### config.mk
export PLATFORM = sky130hd
export DESIGN_NAME = ecc_scrub_ctrl_flat
export DESIGN_NICKNAME = d
export VERILOG_FILES = /design/src/rtl/ecc_scrub_ctrl_if.sv /design/src/rtl/ecc_scrub_ctrl.sv /design/src/flat_wrapper.sv
export SDC_FILE = /design/constraint.sdc
export NUM_CORES = 1
export LEC_CHECK = 0
export ABC_CLOCK_PERIOD_IN_PS = 1600
export BUFFER_PORTS_ARGS = -buffer_cell sky130_fd_sc_hd__buf_2
export CAP_MARGIN = 5
export CORE_ASPECT_RATIO = 0.6
export CORE_UTILIZATION = 40
export CTS_BUF_LIST = sky130_fd_sc_hd__clkbuf_4
export DETAILED_ROUTE_END_ITERATION = 6
export PLACE_DENSITY = 0.7
export SLEW_MARGIN = 40
export SYNTH_ARGS = -nofsm -noshare
export SYNTH_HDL_FRONTEND = slang
export SYNTH_SLANG_ARGS = --single-unit
export TNS_END_PERCENT = 10
### constraint.sdc
create_clock -name clk_i -period 1.6 [get_ports clk_i]
set_clock_uncertainty 0.05 [all_clocks]
set_input_delay 0.16 -clock clk_i [delete_from_list [all_inputs] [get_ports clk_i]]
set_output_delay 0.16 -clock clk_i [all_outputs]
set_load 0.005 [all_outputs]
### src/rtl/ecc_scrub_ctrl_if.sv
// Bundle between the ECC decode stage, the scrub write-back port and the status block of ecc_scrub_ctrl.
// Latency: none; this file only declares wires and the two views of them.
// Backpressure: the scrub request is held until scrub_gnt_i; the read side has no backpressure.
//
// Signals:
//   rd_valid_i, rd_index_i, data_i, err_i : decoded read, corrected data and per-division flags
//   scrub_req_o/scrub_gnt_i, scrub_index_o, scrub_way_o, scrub_data_o : write-back port
//   corr_cnt_o, uncorr_cnt_o, drop_cnt_o, uncorr_irq_o, uncorr_valid_o, uncorr_index_o, clear_i : status
// Modports: slave = controller view, master = driver/observer view.
interface ecc_scrub_ctrl_if #(
    parameter int ASSOC     = 1,
    parameter int DIVISIONS = 1,
    parameter int SIZE      = 1,
    parameter int INDEX_W   = 8,
    parameter int CNT_W     = 16
);
    localparam int WAY_W = (ASSOC > 1) ? $clog2(ASSOC) : 1;

    logic                          rd_valid_i;
    logic [INDEX_W-1:0]            rd_index_i;
    logic [ASSOC*SIZE-1:0]         data_i;
    logic [ASSOC*DIVISIONS*2-1:0]  err_i;

    logic                          scrub_req_o;
    logic                          scrub_gnt_i;
    logic [INDEX_W-1:0]            scrub_index_o;
    logic [WAY_W-1:0]              scrub_way_o;
    logic [SIZE-1:0]               scrub_data_o;

    logic [CNT_W-1:0]              corr_cnt_o;
    logic [CNT_W-1:0]              uncorr_cnt_o;
    logic [CNT_W-1:0]              drop_cnt_o;
    logic                          uncorr_irq_o;
    logic                          uncorr_valid_o;
    logic [INDEX_W-1:0]            uncorr_index_o;
    logic                          clear_i;

    modport slave (
        input  rd_valid_i, rd_index_i, data_i, err_i, scrub_gnt_i, clear_i,
        output scrub_req_o, scrub_index_o, scrub_way_o, scrub_data_o,
               corr_cnt_o, uncorr_cnt_o, drop_cnt_o,
               uncorr_irq_o, uncorr_valid_o, uncorr_index_o
    );

    modport master (
        output rd_valid_i, rd_index_i, data_i, err_i, scrub_gnt_i, clear_i,
        input  scrub_req_o, scrub_index_o, scrub_way_o, scrub_data_o,
               corr_cnt_o, uncorr_cnt_o, drop_cnt_o,
               uncorr_irq_o, uncorr_valid_o, uncorr_index_o
    );
endinterface

### src/rtl/ecc_scrub_ctrl.sv
// ECC scrub controller: counts correctable/uncorrectable reads and writes one corrected line back at a time.
// Latency: counters, irq, sticky capture and scrub request are all registered, visible one cycle after the read.
// Backpressure: scrub request held until granted; candidates seen while busy are dropped and counted.
//
// Ports: clk_i, rst_i (synchronous, active-high) and bus (ecc_scrub_ctrl_if.slave).
// Optional feature macro ECC_SCRUB_EN: when defined the write-back FSM and buffer are built;
// when undefined the write-back port and drop counter are tied to zero.
module ecc_scrub_ctrl #(
    parameter int ASSOC     = 1,
    parameter int DIVISIONS = 1,
    parameter int SIZE      = 1,
    parameter int INDEX_W   = 8,
    parameter int CNT_W     = 16
) (
    input  logic              clk_i,
    input  logic              rst_i,
    ecc_scrub_ctrl_if.slave   bus
);
    localparam int WAY_W = (ASSOC > 1) ? $clog2(ASSOC) : 1;

    function automatic logic [CNT_W-1:0] sat_inc(input logic [CNT_W-1:0] v);
        return (&v) ? v : v + CNT_W'(1);
    endfunction

    // Per-way summary of the division flags (bit0 correctable, bit1 uncorrectable).
    logic [ASSOC-1:0] w_way_corr;
    logic [ASSOC-1:0] w_way_unc;

    always_comb begin
        w_way_corr = '0;
        w_way_unc  = '0;
        for (int w = 0; w < ASSOC; w++) begin
            for (int d = 0; d < DIVISIONS; d++) begin
                w_way_corr[w] = w_way_corr[w] | bus.err_i[(w*DIVISIONS+d)*2];
                w_way_unc[w]  = w_way_unc[w]  | bus.err_i[(w*DIVISIONS+d)*2+1];
            end
        end
    end

    logic w_corr_evt;
    logic w_unc_evt;
    assign w_corr_evt = bus.rd_valid_i & (|w_way_corr);
    assign w_unc_evt  = bus.rd_valid_i & (|w_way_unc);

    // Event counters, interrupt pulse and first-failure capture.
    logic [CNT_W-1:0]   r_corr_cnt;
    logic [CNT_W-1:0]   r_unc_cnt;
    logic               r_irq;
    logic               r_unc_vld;
    logic [INDEX_W-1:0] r_unc_idx;

    always_ff @(posedge clk_i) begin
        if (rst_i) begin
            r_corr_cnt <= '0;
            r_unc_cnt  <= '0;
            r_irq      <= 1'b0;
            r_unc_vld  <= 1'b0;
            r_unc_idx  <= '0;
        end else begin
            r_irq <= w_unc_evt;
            // clear takes priority over a coincident increment or capture
            if (bus.clear_i) begin
                r_corr_cnt <= '0;
                r_unc_cnt  <= '0;
                r_unc_vld  <= 1'b0;
                r_unc_idx  <= '0;
            end else begin
                if (w_corr_evt) r_corr_cnt <= sat_inc(r_corr_cnt);
                if (w_unc_evt)  r_unc_cnt  <= sat_inc(r_unc_cnt);
                if (w_unc_evt && !r_unc_vld) begin
                    r_unc_vld <= 1'b1;
                    r_unc_idx <= bus.rd_index_i;
                end
            end
        end
    end

    assign bus.corr_cnt_o     = r_corr_cnt;
    assign bus.uncorr_cnt_o   = r_unc_cnt;
    assign bus.uncorr_irq_o   = r_irq;
    assign bus.uncorr_valid_o = r_unc_vld;
    assign bus.uncorr_index_o = r_unc_idx;

`ifdef ECC_SCRUB_EN
    // Candidate: lowest way that is correctable and has no uncorrectable division.
    // Scanning downward lets the lowest qualifying way overwrite the others.
    logic             w_cand_vld;
    logic [WAY_W-1:0] w_cand_way;
    logic [SIZE-1:0]  w_cand_dat;
    logic             w_cand_fire;

    always_comb begin
        w_cand_vld = 1'b0;
        w_cand_way = '0;
        w_cand_dat = '0;
        for (int w = ASSOC-1; w >= 0; w--) begin
            if (w_way_corr[w] && !w_way_unc[w]) begin
                w_cand_vld = 1'b1;
                w_cand_way = WAY_W'(w);
                w_cand_dat = bus.data_i[w*SIZE +: SIZE];
            end
        end
    end

    assign w_cand_fire = bus.rd_valid_i & w_cand_vld;

    typedef enum logic [1:0] {S_IDLE, S_REQ, S_HOLD} state_t;

    state_t             r_state;
    logic               r_req;
    logic [INDEX_W-1:0] r_idx;
    logic [WAY_W-1:0]   r_way;
    logic [SIZE-1:0]    r_dat;
    logic [CNT_W-1:0]   r_drop_cnt;

    always_ff @(posedge clk_i) begin
        if (rst_i) begin
            r_state    <= S_IDLE;
            r_req      <= 1'b0;
            r_idx      <= '0;
            r_way      <= '0;
            r_dat      <= '0;
            r_drop_cnt <= '0;
        end else begin
            case (r_state)
                S_IDLE: begin
                    if (w_cand_fire) begin
                        r_idx   <= bus.rd_index_i;
                        r_way   <= w_cand_way;
                        r_dat   <= w_cand_dat;
                        r_req   <= 1'b1;
                        r_state <= S_REQ;
                    end
                end
                S_REQ: begin
                    // the write completes in the grant cycle; HOLD is the turnaround
                    if (bus.scrub_gnt_i) begin
                        r_req   <= 1'b0;
                        r_state <= S_HOLD;
                    end
                end
                S_HOLD: begin
                    r_state <= S_IDLE;
                end
                default: begin
                    r_req   <= 1'b0;
                    r_state <= S_IDLE;
                end
            endcase

            // clear resets the drop count but leaves an in-flight write alone
            if (bus.clear_i) begin
                r_drop_cnt <= '0;
            end else if (w_cand_fire && (r_state != S_IDLE)) begin
                r_drop_cnt <= sat_inc(r_drop_cnt);
            end
        end
    end

    assign bus.scrub_req_o   = r_req;
    assign bus.scrub_index_o = r_idx;
    assign bus.scrub_way_o   = r_way;
    assign bus.scrub_data_o  = r_dat;
    assign bus.drop_cnt_o    = r_drop_cnt;
`else
    // Write-back disabled: corrected data and grant are not consumed.
    logic w_unused_dat;
    assign w_unused_dat = ^{bus.data_i, bus.scrub_gnt_i};

    assign bus.scrub_req_o   = 1'b0;
    assign bus.scrub_index_o = '0;
    assign bus.scrub_way_o   = '0;
    assign bus.scrub_data_o  = '0;
    assign bus.drop_cnt_o    = '0;
`endif

endmodule
### src/flat_wrapper.sv
// flat-port wrapper written by rule: the top's interface ports become plain ports
module ecc_scrub_ctrl_flat 
#(
    parameter int ASSOC     = 1,
    parameter int DIVISIONS = 1,
    parameter int SIZE      = 1,
    parameter int INDEX_W   = 8,
    parameter int CNT_W     = 16
)
  (clk_i, rst_i, bus_rd_valid_i, bus_rd_index_i, bus_data_i, bus_err_i, bus_scrub_gnt_i, bus_clear_i, bus_scrub_req_o, bus_scrub_index_o, bus_scrub_way_o, bus_scrub_data_o, bus_corr_cnt_o, bus_uncorr_cnt_o, bus_drop_cnt_o, bus_uncorr_irq_o, bus_uncorr_valid_o, bus_uncorr_index_o);
  ecc_scrub_ctrl_if #(.ASSOC(ASSOC), .DIVISIONS(DIVISIONS), .SIZE(SIZE), .INDEX_W(INDEX_W), .CNT_W(CNT_W)) bus_i ();
  input  logic clk_i;
  input  logic rst_i;
  input wire logic [$bits(bus_i.rd_valid_i)-1:0] bus_rd_valid_i;
  input wire logic [$bits(bus_i.rd_index_i)-1:0] bus_rd_index_i;
  input wire logic [$bits(bus_i.data_i)-1:0] bus_data_i;
  input wire logic [$bits(bus_i.err_i)-1:0] bus_err_i;
  input wire logic [$bits(bus_i.scrub_gnt_i)-1:0] bus_scrub_gnt_i;
  input wire logic [$bits(bus_i.clear_i)-1:0] bus_clear_i;
  output wire logic [$bits(bus_i.scrub_req_o)-1:0] bus_scrub_req_o;
  output wire logic [$bits(bus_i.scrub_index_o)-1:0] bus_scrub_index_o;
  output wire logic [$bits(bus_i.scrub_way_o)-1:0] bus_scrub_way_o;
  output wire logic [$bits(bus_i.scrub_data_o)-1:0] bus_scrub_data_o;
  output wire logic [$bits(bus_i.corr_cnt_o)-1:0] bus_corr_cnt_o;
  output wire logic [$bits(bus_i.uncorr_cnt_o)-1:0] bus_uncorr_cnt_o;
  output wire logic [$bits(bus_i.drop_cnt_o)-1:0] bus_drop_cnt_o;
  output wire logic [$bits(bus_i.uncorr_irq_o)-1:0] bus_uncorr_irq_o;
  output wire logic [$bits(bus_i.uncorr_valid_o)-1:0] bus_uncorr_valid_o;
  output wire logic [$bits(bus_i.uncorr_index_o)-1:0] bus_uncorr_index_o;
  assign bus_i.rd_valid_i = bus_rd_valid_i;
  assign bus_i.rd_index_i = bus_rd_index_i;
  assign bus_i.data_i = bus_data_i;
  assign bus_i.err_i = bus_err_i;
  assign bus_i.scrub_gnt_i = bus_scrub_gnt_i;
  assign bus_i.clear_i = bus_clear_i;
  assign bus_scrub_req_o = bus_i.scrub_req_o;
  assign bus_scrub_index_o = bus_i.scrub_index_o;
  assign bus_scrub_way_o = bus_i.scrub_way_o;
  assign bus_scrub_data_o = bus_i.scrub_data_o;
  assign bus_corr_cnt_o = bus_i.corr_cnt_o;
  assign bus_uncorr_cnt_o = bus_i.uncorr_cnt_o;
  assign bus_drop_cnt_o = bus_i.drop_cnt_o;
  assign bus_uncorr_irq_o = bus_i.uncorr_irq_o;
  assign bus_uncorr_valid_o = bus_i.uncorr_valid_o;
  assign bus_uncorr_index_o = bus_i.uncorr_index_o;
  ecc_scrub_ctrl #(.ASSOC(ASSOC), .DIVISIONS(DIVISIONS), .SIZE(SIZE), .INDEX_W(INDEX_W), .CNT_W(CNT_W)) u_core (.clk_i(clk_i), .rst_i(rst_i), .bus(bus_i));
endmodule
==> summary.md <==
| Metric | Value |
|---|---|
| Post-route minimum period | 1600 ps |
| First-pass GRT wire length | between 9000 and 10,000 µm |
| Routability cong. | between 0.8 and 0.9 |
| Total Routing Usage GR | 20.6% |
| H-tree depth | 2 |
| Final hold vios | 0 |
| CORE AREA | approximately 0.0052 mm² |
| HPWL after detailed placement | around 4500 µm |
| Maxcap violations | 0 |
| Root Driver | clkbuf_4 |
| Via count | approximately 2,300 |
| Clock buffer depth | 2 |
| Setup TNS | -2.28 ps |
| Drt first pass iters | 7 |
| Fillers | between 400 and 500 |
| Clk slew on worst S/H paths | roughly 130 ps |
| GRT Residual Overflow | 0 |
| Number of global-route vias before repair | just under 2,000 |
| Lkg Pwr | around 1.3 nW |
| TritonCTS clock tree | built |
| Crit Path Class | flip-flop to flip-flop |
| Worst endpoint required time | 1850 ps |
| Synth Flop Type | dfxtp_1 |
| Synth area leaders | dfxtp_1 (38%), buf_4 (9.1%), nand2_1 (5.6%) |
| Combinational Power Share | between 8 and 9% |
| Sw power | ~0.43 mW |
| CP Capture Type | flip-flop |
| Max frequency | ~620 MHz |
| Antenna diodes | 0 |
| Total Power | around 1.7 mW |
| Crit path max fanout | 4 |
| Syn Inst Count | 262 |
| Net Sw Frac | approximately 25% |
| Initial antenna violation count | 0 |
| Yosys Warn Count | 0 |
| Slowest cell delay on critical path | around 520 ps |
| Post-Route WL | just over 6000 µm |
| Post-synth EDFFs | 0 |
| Slowest CP cell | or4_1 |
| Slew Viols, Final | 0 |
| Setup WS pre-CTS | -22.9 ps |
| Count of different cell masters after synthesis | 45 |
| Wirelength per Cell | approximately 14 µm |
| #FFs+latches synth | 42 |
| Tcrit/Tclk final | 100% |
| Layout area overhead | 37.2% |
| Via density per instance | between 5 and 6 |
| Floorplan row count | 20 |
| Num CTS Buffers | 5 |
| Skew-Pair Late Insertion Delay | roughly 350 ps |
| Detailed Route Iter0 Violations | roughly 200 |
| Hold/Removal Path Class | input port to flip-flop |
| Syn avg cell area | approximately 8.5 µm² |
| Die ar. | roughly 0.0059 mm² |
| CTS Sinks | 42 |
| Status | finished with violations |
| I/O pins | between 80 and 90 |
| Maximum vdd drop | ~300 µV |
| Clock power share | between 20 and 30% |
| Critical Path AT | around 1900 ps |
| CP Cell Sequence | buf_4, and3_1, nand2_1, or4_1, a21oi_2 |
| Failing checks | setup timing |
| Cell Area, Synth | around 0.0022 mm² |
| RSZ-0062 raised after global routing | yes |
| Internal Power | 1.29 mW |
| DIE WIDTH | 98.3 µm |
| FFs w/ async S/R, synth | 0% |
| Fraction of layout cells with a size suffix above 1 | approximately two fifths |
| Residual DRC count | 0 |
| P per Cell Area | 563 mW/mm² |
| Share of total power in sequential cells | around 62% |
| Critical Path Start Type | flip-flop |
| Layout Nets | 392 |
| Pin count of the biggest net entering global routing | 22 |
| Antenna Nets Post-Route | 0 |
| Endpoints failing setup | 2 |
| Die height | between 50 and 60 µm |
| Synth area leader | dfxtp_1 |
| Initial Util | about 43% |
| Register area share after synthesis | a little under two fifths |
| Port Buffer Count | 55 |
| Final WS setup | -1.63 ps |
| Yosys top cell area share | between 30% and 40% |
==> cells in the mapped netlist, drive strengths merged, types with 5 or more instances <==
master	number
nand4	9
o31ai	8
buf	28
nand3	13
or4	6
and4	7
and3	8
nor2	11
a21oi	20
clkbuf	5
o311ai	5
inv	5
nand2	33
or3	7
a31oi	6
dfxtp	42
o21ai	12
nor4	5
==> cells by family (layout without fill, tap and decap cells) <==
family	after synthesis	after routing	share of synthesized area, %
buffers and inverters	38	124	11.0
AO/OA/AOI/OAI	65	65	19.7
adder cells (fa/ha/maj)	2	2	1.12
other	1	27	0.169
XOR/XNOR	1	1	0.394
AND/OR/NAND/NOR	110	110	28.5
flip-flops	42	42	37.8
multiplexers	3	3	1.35
==> metrics by stage <==
step,cells,util (%),hold WS (ps),area (µm²)
after global placement,423,54.3,350,2830
after global routing,440,58.6,86.8,3050
after detailed placement,423,54.3,347,2830
after CTS,439,57.1,75.9,2970
after floorplan,288,-,182,2340
final,440,58.6,77.7,3050
==> worst paths after layout <==
path	start	end	slack (ps)	cells after the start
setup / recovery	u_core.bus.uncorr_cnt_o[11]	u_core.bus.uncorr_cnt_o[15]	-2	5
hold / removal	bus_clear_i	u_core.bus.uncorr_cnt_o[10]	80	3
hold reg to reg	u_core.bus.uncorr_index_o[7]	u_core.bus.uncorr_index_o[7]	410	2
setup reg to reg	u_core.bus.uncorr_cnt_o[11]	u_core.bus.uncorr_cnt_o[15]	-2	5
==> worst max-delay path: cells and delay by family, from the launching register on <==
kind / cells / cell delay (ps)
and+or+nand+nor: 3 / 760
AOI/OAI and AO/OA: 1 / 140
buffers and inverters: 1 / 160
DFF: 1 / 440
==> cells in the final DEF, fill, tap and decap left out, drive strengths merged, types with 2 or more instances in the layout <==
master and count:
a41oi 3, a311oi 2, ha 2, or4 6, or3 7, o31ai 8, o41ai 4, nor2 11
dlygate4sd3 9, clkbuf 6, a21oi 20, nor3 3, o311ai 5, buf 103, a211oi 2, nand3 13
and3 8, nor3b 2, and2 3, nor4 5, and4 7, o21ai 12, dfxtp 42, mux2i 3
inv 5, nand4 9, nand2 33, a31oi 6, conb 27
==> final cells by class <==
class / count / area (µm²) / share of cell area, %
clock inverter: 1 / 3.75 / 0.123
multi-input combinational: 208 / 1300 / 42.6
timing repair buffer: 112 / 733 / 24.0
inverter: 5 / 18.8 / 0.615
sequential: 42 / 867 / 28.4
clock buffer: 6 / 45.0 / 1.48
tap: 66 / 82.6 / 2.71
==> power by group through the flow <==
stage | registers [mW] | clock network (mW) | logic (mW)
6_report | 1.06 | 0.511 | 0.149
5_1_grt | 1.06 | 0.572 | 0.166
4_1_cts | 1.06 | 0.525 | 0.143
3_5_place_dp | 1.08 | 0 | 0.125
3_3_place_gp | 1.08 | 0 | 0.125
2_1_floorplan | 1.09 | 0 | 0.110
==> registers in the layout, summed over array words and instances (netlist names) <==
register	count
u_core.bus.uncorr_index_o	8
u_core.bus.uncorr_irq_o	1
u_core.bus.corr_cnt_o	16
u_core.bus.uncorr_cnt_o	16
u_core.bus.uncorr_valid_o	1
==> what timing repair did <==
action / 4_1_cts / 5_1_grt
cloned: 0 / 0
endpoints found under the hold margin: 9 / 0
setup buffers: 0 / 1
pin swaps: 1 / 4
gates resized for setup: 3 / 31
hold buffers: 9 / 0
endpoints found under the setup margin: 10 / 25
==> per-layer routing <==
layer,track usage [%],part of all wire (%),up-vias
met5,0,0,-
met4,3.20,0.46,0
met3,6.08,9.6,4
met2,29.9,41,113
met1,30.4,49,1051
li1,-,-,1167
No activity file was read; power rests on OpenSTA's default activity.
